[src/rtl/debouncer_pkg.sv]
// debouncer_pkg: shared types and helpers for the push-button debouncer.
//   state_t : debounce FSM state (2-bit encoding)
//   calc_n  : stable-time length in clock cycles, never less than 1
package debouncer_pkg;

  typedef enum logic [1:0] {
    ZERO  = 2'd0,  // debounced low
    WAIT1 = 2'd1,  // rising, waiting for stable high
    ONE   = 2'd2,  // debounced high
    WAIT0 = 2'd3   // falling, waiting for stable low
  } state_t;

  function automatic int unsigned calc_n(input int unsigned clk_period_ns,
                                         input int unsigned delay_ns);
    int unsigned n;
    n = delay_ns / clk_period_ns;
    if (n == 0) n = 1;
    return n;
  endfunction

endpackage

[src/rtl/sync_2ff.sv]
// sync_2ff: two-flop synchroniser for a single asynchronous bit.
//   clk_i : clock
//   rst_i : synchronous active-high reset, clears both flops to 0
//   d_i   : asynchronous input
//   q_o   : synchronised output (two cycles of latency)
module sync_2ff (
  input  logic clk_i,
  input  logic rst_i,
  input  logic d_i,
  output logic q_o
);

  logic s1;
  logic s2;

  always_ff @(posedge clk_i) begin
    if (rst_i) begin
      s1 <= 1'b0;
      s2 <= 1'b0;
    end else begin
      s1 <= d_i;
      s2 <= s1;
    end
  end

  assign q_o = s2;

endmodule

[src/rtl/debouncer_pulse.sv]
// debouncer_pulse: debounces a raw button and emits a one-cycle pulse per
// debounced press. Releases are debounced the same way but give no pulse.
//   clk_i   : clock, all logic on rising edge
//   rst_i   : synchronous active-high reset
//   btn_i   : raw asynchronous button level, high = pressed
//   pulse_o : registered one-cycle pulse on each debounced press
//   level_o : debounced level (only when DEBOUNCER_LEVEL_OUT_EN is defined)
// Parameters: CLK_PERIOD_NS, DELAY_NS; stable time N = DELAY_NS/CLK_PERIOD_NS
// clamped to at least 1.
module debouncer_pulse
  import debouncer_pkg::*;
#(
  parameter int unsigned CLK_PERIOD_NS = 10,
  parameter int unsigned DELAY_NS      = 20000000
) (
  input  logic clk_i,
  input  logic rst_i,
  input  logic btn_i,
  output logic pulse_o
`ifdef DEBOUNCER_LEVEL_OUT_EN
  ,
  output logic level_o
`endif
);

  localparam int unsigned N     = calc_n(CLK_PERIOD_NS, DELAY_NS);
  localparam int unsigned CNT_W = $clog2(N + 1);
  localparam logic [CNT_W-1:0] CNT_LAST = CNT_W'(N - 1);

  logic             s2;
  state_t           state;
  state_t           state_next;
  logic [CNT_W-1:0] cnt;
  logic [CNT_W-1:0] cnt_next;
  logic             pulse_next;

  sync_2ff u_sync (
    .clk_i (clk_i),
    .rst_i (rst_i),
    .d_i   (btn_i),
    .q_o   (s2)
  );

  always_ff @(posedge clk_i) begin
    if (rst_i) begin
      state   <= ZERO;
      cnt     <= '0;
      pulse_o <= 1'b0;
    end else begin
      state   <= state_next;
      cnt     <= cnt_next;
      pulse_o <= pulse_next;
    end
  end

  always_comb begin
    state_next = state;
    pulse_next = 1'b0;
    unique case (state)
      ZERO:  if (s2) state_next = WAIT1;
      WAIT1: begin
        if (!s2) begin
          state_next = ZERO;
        end else if (cnt == CNT_LAST) begin
          state_next = ONE;
          pulse_next = 1'b1;
        end
      end
      ONE:   if (!s2) state_next = WAIT0;
      WAIT0: begin
        if (s2) begin
          state_next = ONE;
        end else if (cnt == CNT_LAST) begin
          state_next = ZERO;
        end
      end
      default: state_next = ZERO;
    endcase
  end

  // Counter restarts on any state change; it only advances while waiting.
  always_comb begin
    cnt_next = cnt;
    if (state_next != state) begin
      cnt_next = '0;
    end else if (state == WAIT1 || state == WAIT0) begin
      cnt_next = cnt + CNT_W'(1);
    end
  end

`ifdef DEBOUNCER_LEVEL_OUT_EN
  assign level_o = (state == ONE) || (state == WAIT0);
`endif

endmodule

[config.mk]
export PLATFORM = sky130hd
export DESIGN_NAME = debouncer_pulse
export DESIGN_NICKNAME = d
export VERILOG_FILES = /design/src/rtl/debouncer_pkg.sv /design/src/rtl/sync_2ff.sv /design/src/rtl/debouncer_pulse.sv
export SDC_FILE = /design/constraint.sdc
export NUM_CORES = 1
export LEC_CHECK = 0
export ABC_AREA = 1
export CAP_MARGIN = 20
export CORE_MARGIN = 1.5
export CORE_UTILIZATION = 46
export CTS_BUF_LIST = sky130_fd_sc_hd__clkbuf_4
export CTS_CLUSTER_DIAMETER = 50
export CTS_CLUSTER_SIZE = 40
export DETAILED_ROUTE_END_ITERATION = 8
export PLACE_DENSITY = 0.63
export SYNTH_ARGS = -nofsm -noshare
export SYNTH_HDL_FRONTEND = slang
export SYNTH_SLANG_ARGS = --single-unit
[constraint.sdc]
create_clock -name clk_i -period 2.2 [get_ports clk_i]
set_clock_uncertainty 0.1 [all_clocks]
set_input_delay 0.44 -clock clk_i [delete_from_list [all_inputs] [get_ports clk_i]]
set_output_delay 0.44 -clock clk_i [all_outputs]
set_load 0.01 [all_outputs]
==> flow_summary.ini <==
[outcome]
status = finished, final reports clean

[clock_tree]
ctsHoldBuffers = 0
post_cts_resized = 0
cts_max_path_buffers = 2
cts_tree = done
clock_latency_ps = 320
post_cts_buffers = 0
cts-root-buf = clkbuf_4
htree_levels = 1
cts_inserted_buffers = 3
clk_pin_slew_ps = 150
cts.sinks = 26

[global_routing]
grt_max_degree = 22
grt_pass1_vias = 995
grt_overflow = 0
grt_pass1_wl_mm = 3.99
grt_antenna_before_repair = 0
grt_use_total = 0.157

[worst_setup_path]
crit_path_start_kind = register
cp.depth = 8
crit_path_cell_trace = ha_1 -> nand2_2 -> nor3_2 -> nand3_2 -> nand2_2 -> nand2_1 -> nand2_2 -> nor2_1
timing.critical_path.mode_cell = nand2_2
crit_family = simple AND/OR/NAND/NOR gates
end_kind = register
r2r_cells = 8
worstPathMaxFanout = 21
cp.required_ps = 2310
worstSetupPathType = register to register
max_stage_delay_ps = 410
arrival_ps = 1970
path_buf_inv = 0
cp_slowest_cell = dfxtp_1

[hold_path]
min_path_cells = 2
hold_class = register to register

[drt]
viasPerCell = 4.86
drt_first_pass_iters = 4
ant_nets = 0
routed_wl_mm = 2.39
vias = 1089
drc = 0
drt_iter0_drc = 18
wl_per_cell_um = 10.7

[sta]
final.setup.tns_ps = 0
finalCritPeriodShare = 0.848
maxSlewViolCount = 0
hold_viol_final = 0
worstMarginPinSlew_ps = 416
fmax_mhz = 536
setup_violations = 0
layout_min_cycle_time_ps = 1870
rsz0062_at_grt = false
max_slew_margin = 0.722
fin_ws_ps = 334

[logic_synthesis]
synthDistinctLibCells = 22
yosysWarnings = 0
syn-instance-count = 189
yosys_register_bits = 26
syn_area_um2 = 1330
yosysSeqAreaShare = 0.390
syn_avg_cell_area_um2 = 7.06
synth_fp_nets = 193

[floorplan]
core_area_um2 = 2760
die_x_um = 56.8
rows = 19
io-pin-count = 4
die_h_um = 56.8
dieArea_um2 = 3230
initial_utilization = 0.484

[pwr]
leakagePower_nw = 0.522
totalPowerFinal_mw = 0.827
power.density_nw_per_um2 = 582
peakVddDrop_mv = 0.387

[layout]
num_antenna_cells = 0
layout_common_cells = 43 x nor2_1, 37 x nand2_1, 30 x inv_1
multi_input_area_um2 = 667
final_common_cell = nor2_1
nFillCells = 274
regArea_um2 = 520
areaGrowthSynthToFinish_pct = 6.57
nets = 198
drive_gt1_frac = 0.0725

[run]
max_cap_viol_count = 0

[place]
port-buffer-count = 3
place_congestion = 0.797
dp_hpwl_mm = 1.81
dp_slack_ps = 355
==> worst register-to-register path, delay by kind of cell, from the launching register on <==
family	cells	cell delay, ps
adders and majority gates	1	230
DFF	1	410
and+or+nand+nor	7	1000
==> Yosys cell counts <==
| master | number | area (µm²) |
|---|---|---|
| a21o_2 | 1 | 8.76 |
| buf_6 | 3 | 33.8 |
| nor3_2 | 1 | 10.0 |
| nand4_1 | 4 | 25.0 |
| mux2i_1 | 1 | 10.0 |
| nand2_1 | 37 | 139 |
| nand3_1 | 11 | 55.1 |
| nor2_2 | 1 | 6.26 |
| nor3_4 | 1 | 16.3 |
| nand2_2 | 4 | 25.0 |
| nor3b_1 | 1 | 7.51 |
| ha_1 | 1 | 12.5 |
| nand3_2 | 1 | 10.0 |
| nor3_1 | 5 | 25.0 |
| nor2_4 | 1 | 11.3 |
| dfxtp_1 | 26 | 521 |
| xor2_1 | 12 | 105 |
| o21ai_0 | 1 | 5.00 |
| inv_1 | 30 | 113 |
| xnor2_1 | 3 | 26.3 |
| nand3b_1 | 1 | 7.51 |
| nor2_1 | 43 | 161 |
==> power breakdown <==
group	switching, mW	total [mW]	internal (mW)	leakage [nW]
combinational	0.0140	0.0221	0.00805	0.284
sequential	0.00290	0.477	0.474	0.210
clock	0.144	0.328	0.184	0.0279
total	0.161	0.827	0.666	0.522
==> worst paths after layout <==
check             slack (ps)          to  startpoint
setup / recovery         330     cnt[18]      cnt[0]
hold / removal           320  u_sync.q_o   u_sync.s1
setup reg to reg         330     cnt[18]      cnt[0]
hold reg to reg          320  u_sync.q_o   u_sync.s1
==> area by class of cell <==
class / count / share of cell area
clock inverter: 1 / 0.0211
sequential: 26 / 0.366
timing repair buffer: 3 / 0.0211
tap: 31 / 0.0273
inverter: 30 / 0.0792
multi-input combinational: 130 / 0.469
clock buffer: 3 / 0.0158
==> state kept, by name (all words and copies together) (netlist names) <==
| signal | cells |
|---|---|
| state | 2 |
| u_sync.q_o | 1 |
| cnt | 21 |
| pulse_o | 1 |
| u_sync.s1 | 1 |
==> kinds of logic (layout without fill, tap and decap cells) <==
| group | Yosys count | in the layout | share of synthesized area |
|---|---|---|---|
| buffers and inverters | 33 | 37 | 0.110 |
| adder cells (fa/ha/maj) | 1 | 1 | 0.00938 |
| AO/OA/AOI/OAI | 2 | 2 | 0.0103 |
| AND/OR/NAND/NOR | 111 | 111 | 0.374 |
| multiplexers | 1 | 1 | 0.00750 |
| flip-flops | 26 | 26 | 0.390 |
| XOR/XNOR | 15 | 15 | 0.0985 |
==> per-stage QoR <==
| step | instances | utilization | cell area (µm²) | hold slack (ps) |
|---|---|---|---|---|
| final | 224 | 0.515 | 1420 | 321 |
| after global routing | 224 | 0.515 | 1420 | 357 |
| after CTS | 224 | 0.515 | 1420 | 332 |
| after detailed placement | 220 | 0.496 | 1370 | 311 |
| after global placement | 220 | 0.496 | 1370 | 309 |
| after floorplan | 189 | - | 1330 | 288 |
==> metal layers <==
layer	GRT usage	routed length (µm)
met5	0	0
met4	0.0598	18
met3	0.0207	48
met2	0.269	1100
met1	0.199	1220
Power figures use the tool's default switching activity.
